==> config.mk <==
export PLATFORM = sky130hd
export DESIGN_NAME = barrel_arb_flat
export DESIGN_NICKNAME = d
export VERILOG_FILES = /design/src/rtl/barrel_arb_if.sv /design/src/rtl/barrel_arb.sv /design/src/flat_wrapper.sv
export SDC_FILE = /design/constraint.sdc
export NUM_CORES = 1
export LEC_CHECK = 0
export CAP_MARGIN = 10
export CORE_MARGIN = 2
export CORE_UTILIZATION = 30
export CTS_CLUSTER_SIZE = 24
export DETAILED_ROUTE_END_ITERATION = 7
export PLACE_DENSITY = 0.87
export SLEW_MARGIN = 20
export SYNTH_ARGS = -nofsm -noshare
export SYNTH_HDL_FRONTEND = slang
export SYNTH_SLANG_ARGS = --single-unit
==> constraint.sdc <==
create_clock -name clk -period 4.12 [get_ports clk]
set_clock_uncertainty 0.15 [all_clocks]
set_input_delay 1.03 -clock clk [delete_from_list [all_inputs] [get_ports clk]]
set_output_delay 1.03 -clock clk [all_outputs]
set_load 0.05 [all_outputs]
==> src/rtl/barrel_arb_if.sv <==
// ============================================================================
// Module  : barrel_arb_if
// Purpose : Bundles both requester ports, the shared-shifter hookup and the
//           result port of barrel_arb into one interface.
// Revision: 1.0 - initial release
// ============================================================================
`default_nettype none

interface barrel_arb_if #(
   parameter int WIDTH = 16
);
   localparam int CTW = $clog2(WIDTH);

   logic             r0_valid;
   logic             r0_ready;
   logic [WIDTH-1:0] r0_in;
   logic [CTW-1:0]   r0_ct;
   logic             r0_dir;
   logic [1:0]       r0_type;

   logic             r1_valid;
   logic             r1_ready;
   logic [WIDTH-1:0] r1_in;
   logic [CTW-1:0]   r1_ct;
   logic             r1_dir;
   logic [1:0]       r1_type;

   logic [WIDTH-1:0] sh_in;
   logic [CTW-1:0]   sh_ct;
   logic             sh_dir;
   logic [1:0]       sh_type;
   logic [WIDTH-1:0] sh_out;

   logic             res_valid;
   logic             res_ready;
   logic [WIDTH-1:0] res_data;
   logic             res_id;

   // Environment side: requesters, the shifter itself and the result consumer
   modport master (
      output r0_valid, r0_in, r0_ct, r0_dir, r0_type,
      input  r0_ready,
      output r1_valid, r1_in, r1_ct, r1_dir, r1_type,
      input  r1_ready,
      input  sh_in, sh_ct, sh_dir, sh_type,
      output sh_out,
      input  res_valid, res_data, res_id,
      output res_ready
   );

   modport slave (
      input  r0_valid, r0_in, r0_ct, r0_dir, r0_type,
      output r0_ready,
      input  r1_valid, r1_in, r1_ct, r1_dir, r1_type,
      output r1_ready,
      output sh_in, sh_ct, sh_dir, sh_type,
      input  sh_out,
      output res_valid, res_data, res_id,
      input  res_ready
   );

endinterface

`default_nettype wire

==> src/rtl/barrel_arb.sv <==
// ============================================================================
// Module  : barrel_arb
// Purpose : Two-requester arbiter driving one shared combinational barrel
//           shifter; result captured in a registered, id-tagged output.
//           Define BARREL_ARB_PRIO_EN for fixed priority (requester 0 wins),
//           otherwise round-robin.
// Revision: 1.0 - initial release
// ============================================================================
`default_nettype none

module barrel_arb #(
   parameter int WIDTH = 16
) (
   input  wire logic     clk,
   input  wire logic     rst,
   barrel_arb_if.slave   bus
);

   localparam int CTW = $clog2(WIDTH);

   logic             r_res_valid;
   logic [WIDTH-1:0] r_res_data;
   logic             r_res_id;

   logic             w_can_acc;
   logic             w_any;
   logic             w_acc;
   logic             w_gid;

`ifndef BARREL_ARB_PRIO_EN
   logic             r_rr;
`endif

   // Grant decision; reset gates acceptance so both readys stay low while rst is high
   always_comb begin
      w_can_acc = !r_res_valid || bus.res_ready;
      w_any     = bus.r0_valid || bus.r1_valid;
      w_acc     = w_can_acc && w_any && !rst;
`ifdef BARREL_ARB_PRIO_EN
      w_gid     = !bus.r0_valid;
`else
      w_gid     = (bus.r0_valid && bus.r1_valid) ? r_rr : bus.r1_valid;
`endif
   end

   always_comb begin
      bus.r0_ready = w_acc && !w_gid;
      bus.r1_ready = w_acc && w_gid;
   end

   always_comb begin
      bus.sh_in   = '0;
      bus.sh_ct   = '0;
      bus.sh_dir  = 1'b0;
      bus.sh_type = 2'd0;
      if (w_acc) begin
         if (w_gid) begin
            bus.sh_in   = bus.r1_in;
            bus.sh_ct   = bus.r1_ct;
            bus.sh_dir  = bus.r1_dir;
            bus.sh_type = bus.r1_type;
         end else begin
            bus.sh_in   = bus.r0_in;
            bus.sh_ct   = bus.r0_ct;
            bus.sh_dir  = bus.r0_dir;
            bus.sh_type = bus.r0_type;
         end
      end
   end

   // A new accept overwrites a result being drained in the same edge
   always_ff @(posedge clk or posedge rst) begin
      if (rst) begin
         r_res_valid <= 1'b0;
         r_res_data  <= '0;
         r_res_id    <= 1'b0;
      end else if (w_acc) begin
         r_res_valid <= 1'b1;
         r_res_data  <= bus.sh_out;
         r_res_id    <= w_gid;
      end else if (bus.res_ready) begin
         r_res_valid <= 1'b0;
      end
   end

`ifndef BARREL_ARB_PRIO_EN
   // Fairness pointer moves only on accept; idle cycles leave it alone
   always_ff @(posedge clk or posedge rst) begin
      if (rst) begin
         r_rr <= 1'b0;
      end else if (w_acc) begin
         r_rr <= !w_gid;
      end
   end
`endif

   assign bus.res_valid = r_res_valid;
   assign bus.res_data  = r_res_data;
   assign bus.res_id    = r_res_id;

endmodule

`default_nettype wire

==> src/flat_wrapper.sv <==
// flat-port wrapper written by rule: the top's interface ports become plain ports
module barrel_arb_flat 
#(
   parameter int WIDTH = 16
)
  (clk, rst, bus_r0_valid, bus_r0_in, bus_r0_ct, bus_r0_dir, bus_r0_type, bus_r0_ready, bus_r1_valid, bus_r1_in, bus_r1_ct, bus_r1_dir, bus_r1_type, bus_r1_ready, bus_sh_in, bus_sh_ct, bus_sh_dir, bus_sh_type, bus_sh_out, bus_res_valid, bus_res_data, bus_res_id, bus_res_ready);
  barrel_arb_if #(.WIDTH(WIDTH)) bus_i ();
  input  wire logic clk;
  input  wire logic rst;
  input wire logic [$bits(bus_i.r0_valid)-1:0] bus_r0_valid;
  input wire logic [$bits(bus_i.r0_in)-1:0] bus_r0_in;
  input wire logic [$bits(bus_i.r0_ct)-1:0] bus_r0_ct;
  input wire logic [$bits(bus_i.r0_dir)-1:0] bus_r0_dir;
  input wire logic [$bits(bus_i.r0_type)-1:0] bus_r0_type;
  output wire logic [$bits(bus_i.r0_ready)-1:0] bus_r0_ready;
  input wire logic [$bits(bus_i.r1_valid)-1:0] bus_r1_valid;
  input wire logic [$bits(bus_i.r1_in)-1:0] bus_r1_in;
  input wire logic [$bits(bus_i.r1_ct)-1:0] bus_r1_ct;
  input wire logic [$bits(bus_i.r1_dir)-1:0] bus_r1_dir;
  input wire logic [$bits(bus_i.r1_type)-1:0] bus_r1_type;
  output wire logic [$bits(bus_i.r1_ready)-1:0] bus_r1_ready;
  output wire logic [$bits(bus_i.sh_in)-1:0] bus_sh_in;
  output wire logic [$bits(bus_i.sh_ct)-1:0] bus_sh_ct;
  output wire logic [$bits(bus_i.sh_dir)-1:0] bus_sh_dir;
  output wire logic [$bits(bus_i.sh_type)-1:0] bus_sh_type;
  input wire logic [$bits(bus_i.sh_out)-1:0] bus_sh_out;
  output wire logic [$bits(bus_i.res_valid)-1:0] bus_res_valid;
  output wire logic [$bits(bus_i.res_data)-1:0] bus_res_data;
  output wire logic [$bits(bus_i.res_id)-1:0] bus_res_id;
  input wire logic [$bits(bus_i.res_ready)-1:0] bus_res_ready;
  assign bus_i.r0_valid = bus_r0_valid;
  assign bus_i.r0_in = bus_r0_in;
  assign bus_i.r0_ct = bus_r0_ct;
  assign bus_i.r0_dir = bus_r0_dir;
  assign bus_i.r0_type = bus_r0_type;
  assign bus_r0_ready = bus_i.r0_ready;
  assign bus_i.r1_valid = bus_r1_valid;
  assign bus_i.r1_in = bus_r1_in;
  assign bus_i.r1_ct = bus_r1_ct;
  assign bus_i.r1_dir = bus_r1_dir;
  assign bus_i.r1_type = bus_r1_type;
  assign bus_r1_ready = bus_i.r1_ready;
  assign bus_sh_in = bus_i.sh_in;
  assign bus_sh_ct = bus_i.sh_ct;
  assign bus_sh_dir = bus_i.sh_dir;
  assign bus_sh_type = bus_i.sh_type;
  assign bus_i.sh_out = bus_sh_out;
  assign bus_res_valid = bus_i.res_valid;
  assign bus_res_data = bus_i.res_data;
  assign bus_res_id = bus_i.res_id;
  assign bus_i.res_ready = bus_res_ready;
  barrel_arb #(.WIDTH(WIDTH)) u_core (.clk(clk), .rst(rst), .bus(bus_i));
endmodule
* Word-level counts from Yosys, hierarchy flattened *
Cells that the tools add are included.

storage, ports and cells
  register bits after elaboration = 19
  bits of input ports = 67
  output and inout bits = 43
  logic and storage cells = 26

cells by class
  multiplexer cells = 11
  reduce and logical (&&, ||, !) cells = 11

operators by type and width
  kind                number
  two-way mux 16 bit  2
  two-way mux 4 bit   2
  logical AND 1 bit   5
  two-way mux 1 bit   5
  two-way mux 2 bit   2
  zero test 1 bit     3
  logical OR 1 bit    2
  nonzero test 2 bit  1

* Longest topological paths before layout *
  depth after elaboration = 5
  depth in mapped cells = 4
  mapped depth without buffers = 3

* Worst setup path after synthesis *
Ideal clock, no wire load.

  path kind = input to output
  start = input bus_r0_valid
  end = output bus_sh_ct[2]
  data arrival time = 2377 ps
  setup slack = 563 ps
  stages = 4
  path buffers = 1
  cell sequence = nor2b_1 nor4b_4 buf_2 a22o_1

on the way
  longest elaborated chain between the ends = 4
  elaborated cells between the ends (all ways) = 7

ends and longest elaborated chain
  item                                                           RTL line                            RTL
  from (decl)                                                    flat_wrapper.sv:10                  input wire logic [$bits(bus_i.r0_valid)-1:0] bus_r0_valid;
  logical AND 1 bit / logical OR 1 bit (equally long branches)   barrel_arb.sv:42, barrel_arb.sv:37
  two-way mux 1 bit / logical AND 1 bit (equally long branches)  barrel_arb.sv:42, barrel_arb.sv:38
  two-way mux 4 bit / logical AND 1 bit (equally long branches)  barrel_arb.sv:57, barrel_arb.sv:38
  two-way mux 4 bit *                                            barrel_arb.sv:56                    if (w_acc) begin
  to (decl)                                                      flat_wrapper.sv:23                  output wire logic [$bits(bus_i.sh_ct)-1:0] bus_sh_ct;

Every way passes the cells marked *; elsewhere a longest branch is shown, timed or not.

* Final worst setup path *
  start = input rst
  end = output bus_sh_in[3]

on the way
  longest elaborated chain between the ends = 3

ends and longest elaborated chain
  item                RTL line            RTL
  from (decl)         flat_wrapper.sv:9   input wire logic rst;
  zero test 1 bit     barrel_arb.sv:38    w_acc = w_can_acc && w_any && !rst;
  logical AND 1 bit   barrel_arb.sv:38
  two-way mux 16 bit  barrel_arb.sv:56
  to (decl)           flat_wrapper.sv:22  output wire logic [$bits(bus_i.sh_in)-1:0] bus_sh_in;

Every way passes these cells.

==> flow_summary_export.csv <==
group,metric,value,unit
worst_setup_path,cp_max_fo,24,
place,place_inst,229,
clock_tree,cts_resized,0,
drt,drc,0,
pwr,cellPowerDensity,335.5,nW/um^2
clock_tree,cts_tree,"built",
timing,worst_slew_pin_slew,0.7426,ns
worst_setup_path,reg2reg_slack,2.25,ns
timing,finalSetupTns,0,ns
flow_run,cap_violations,0,
worst_setup_path,r2r-end,"u_core.bus.res_data[15]",
place,routabilityCongestion,0.8465,
clock_tree,hold_buffers,0,
drt,dr_wl_met2,2199,um
pwr,power_leakage,1.005,nW
layout,drive_gt1_share,32.09,%
synthesis,synth_xor_area_share,0,%
drt,num_vias,1109,
drt,wl_met3,338,um
synthesis,synth_cell_types,17,
global_route,gr-total-overflow,0,
clock_tree,cts_sinks,19,
die,die_h,62.70,um
die,num_io_pins,110,
timing,hold_viol,0,
synthesis,yosys.area_share.simple,7.385,%
die,row_count,21,
hold_path,hold_depth,1,
global_route,grt_pass1_vias,1253,
drt,routed_via_density,4.760,
die,start_util,31.22,%
clock_tree,numCtsBuffers,3,
timing,holdWs,0.3401,ns
drt,routed.top_layer,"met4",
synthesis,synth_area_per_cell,13.78,sq um
worst_setup_path,required,2.94,ns
outcome,status,"finished clean",
synthesis,synth_adder_area_share,0,%
timing,fin_crit,3.866,ns
synthesis,synth_compound_area_share,24.58,%
layout,area_delta_synth_final,136.9,%
worst_setup_path,crit_path_start_kind,"primary input",
clock_tree,clk_pin_slew,0.10,ns
layout,antenna_cells,0,
timing,setup-violations-final,0,
drt,drt_iter0_markers,25,
timing,maxSlewHeadroom,50.33,%
worst_setup_path,path_class,"primary input to output port",
synthesis,synthesis.instances,75,
clock_tree,post_cts_buffers,0,
place,dpl.hpwl,3439,um
clock_tree,insertion_delay,0.29,ns
clock_tree,cts_root_buf,"clkbuf_4",
drt,ant_nets,0,
global_route,grt_max_degree,26,
clock_tree,h-tree-depth,1,
synthesis,synth.yosys.seq_area_share,46.00,%
layout,final_util,73.96,%
hold_path,worstHoldStart,"u_core.bus.res_id",
hold_path,hold_end,"u_core.bus.res_id",
synthesis,syn-cell-area,1033,sq um
layout,fin_cells,233,
layout,fin_nets,255,
clock_tree,cts_max_path_buffers,2,
worst_setup_path,regToRegStartpoint,"u_core.bus.res_valid",
synthesis,synth_top_family_by_area,"compound AO/OA/AOI/OAI gates",
die,core_area,3311,sq um
synthesis,syn_nets,142,
die,die_x,62.70,um
global_route,antenna_found_initial,0,
timing,rsz0062_at_grt,"no",
place,io_buffer_count,109,
synthesis,yosys_warnings,0,
timing,finalMaxSlewViolations,0,
global_route,gr-usage-all-layers,21.20,%
pwr,fin_total_pwr,821.5,uW
worst_setup_path,r2r_cells,3,
hold_path,min_path_type,"register to register",
worst_setup_path,arrival,2.69,ns
worst_setup_path,end_kind,"output port",
synthesis,synth_mux_area_share,17.43,%
timing,fmax,0.2586,GHz
drt,dr.pass1.iters,4,
die,dieArea,3931,sq um
drt,post_drt_wl_per_cell,17.33,um
drt,wl,4037,um
timing,fin_crit_sh,93.84,%
synthesis,ys_ff_latch,19,
drt,wl_met1,1468,um
global_route,grt_pass1_wl,6541,um
pwr,ir_drop,0.0002836,V
per-layer routing:
layer,track usage (%),vias to the layer above
met3,6.126,2
met4,4.722,0
met5,0,-
met2,40.73,71
li1,-,513
met1,22.68,523
synth_stat cells, drive strengths merged:
cell      n  area (sq um)
a2111oi   1         27.53
a22o     23         211.5
or3       1         6.260
nor3      1         16.27
nand2b    1         6.260
nor2      1         3.750
mux2     16         180.2
buf       5         40.04
inv       2         7.510
nor4b     1         23.77
a21o      2         15.01
nor2b     2         20.02
dfrtp    19         475.5
cell type report:
cell class	count	area (sq um)
multi-input cells	49	510.5
inverters	2	7.507
flip-flops and latches	19	475.5
clock buffers	4	26.28
well taps	46	57.56
repair buffers	113	1371
fillers	237	862.1
per-stage QoR:
step,instance area (sq um),setup WS (ns)
floorplan,1033,0.5627
global placement,2422,0.3188
detailed placement,2422,0.2529
CTS,2449,0.2526
global route,2449,0.1636
finish,2449,0.2537
how the worst max path moves through the flow:
stage / start / endpoint / depth (start not counted)
floorplan: bus_r0_valid / bus_sh_ct[2] / 4
global placement: bus_res_ready / bus_sh_in[7] / 6
detailed placement: rst / bus_sh_type[0] / 5
CTS: rst / bus_sh_type[0] / 5
global route: rst / bus_sh_in[3] / 5
finish: rst / bus_sh_in[3] / 5
flip-flops by register name, indices dropped and copies added (netlist names):
register / count
u_core.bus.res_data: 16
u_core.r_rr: 1
u_core.bus.res_valid: 1
u_core.bus.res_id: 1
placed cells by master (no fill, tap or decap), drive strengths merged:
cell type and n:
a2111oi 1, a21o 2, a22o 23, buf 29, clkbuf 4, clkdlybuf4s50 84, dfrtp 19, inv 2
mux2 16, nand2b 1, nor2 1, nor2b 2, nor3 1, nor4b 1, or3 1
where the power goes:
| group | internal, mW | total [mW] | switching, mW |
|---|---|---|---|
| registers | 0.220 | 0.239 | 0.0197 |
| clock network | 0.0376 | 0.0901 | 0.0525 |
| logic | 0.227 | 0.492 | 0.265 |
worst max-delay path, stage by stage:
cell             delay (ns)
clkdlybuf4s50_1        0.58
nor4b_4                0.37
buf_4                  0.31
a22o_1                 0.24
buf_12                 0.15
cells by family after synthesis:
kind of cell | count (synthesis)
compound gates | 26
buf+inv | 7
flops | 19
mux | 16
simple gates | 7
Note: power is estimated with default switching activity, not from simulation.
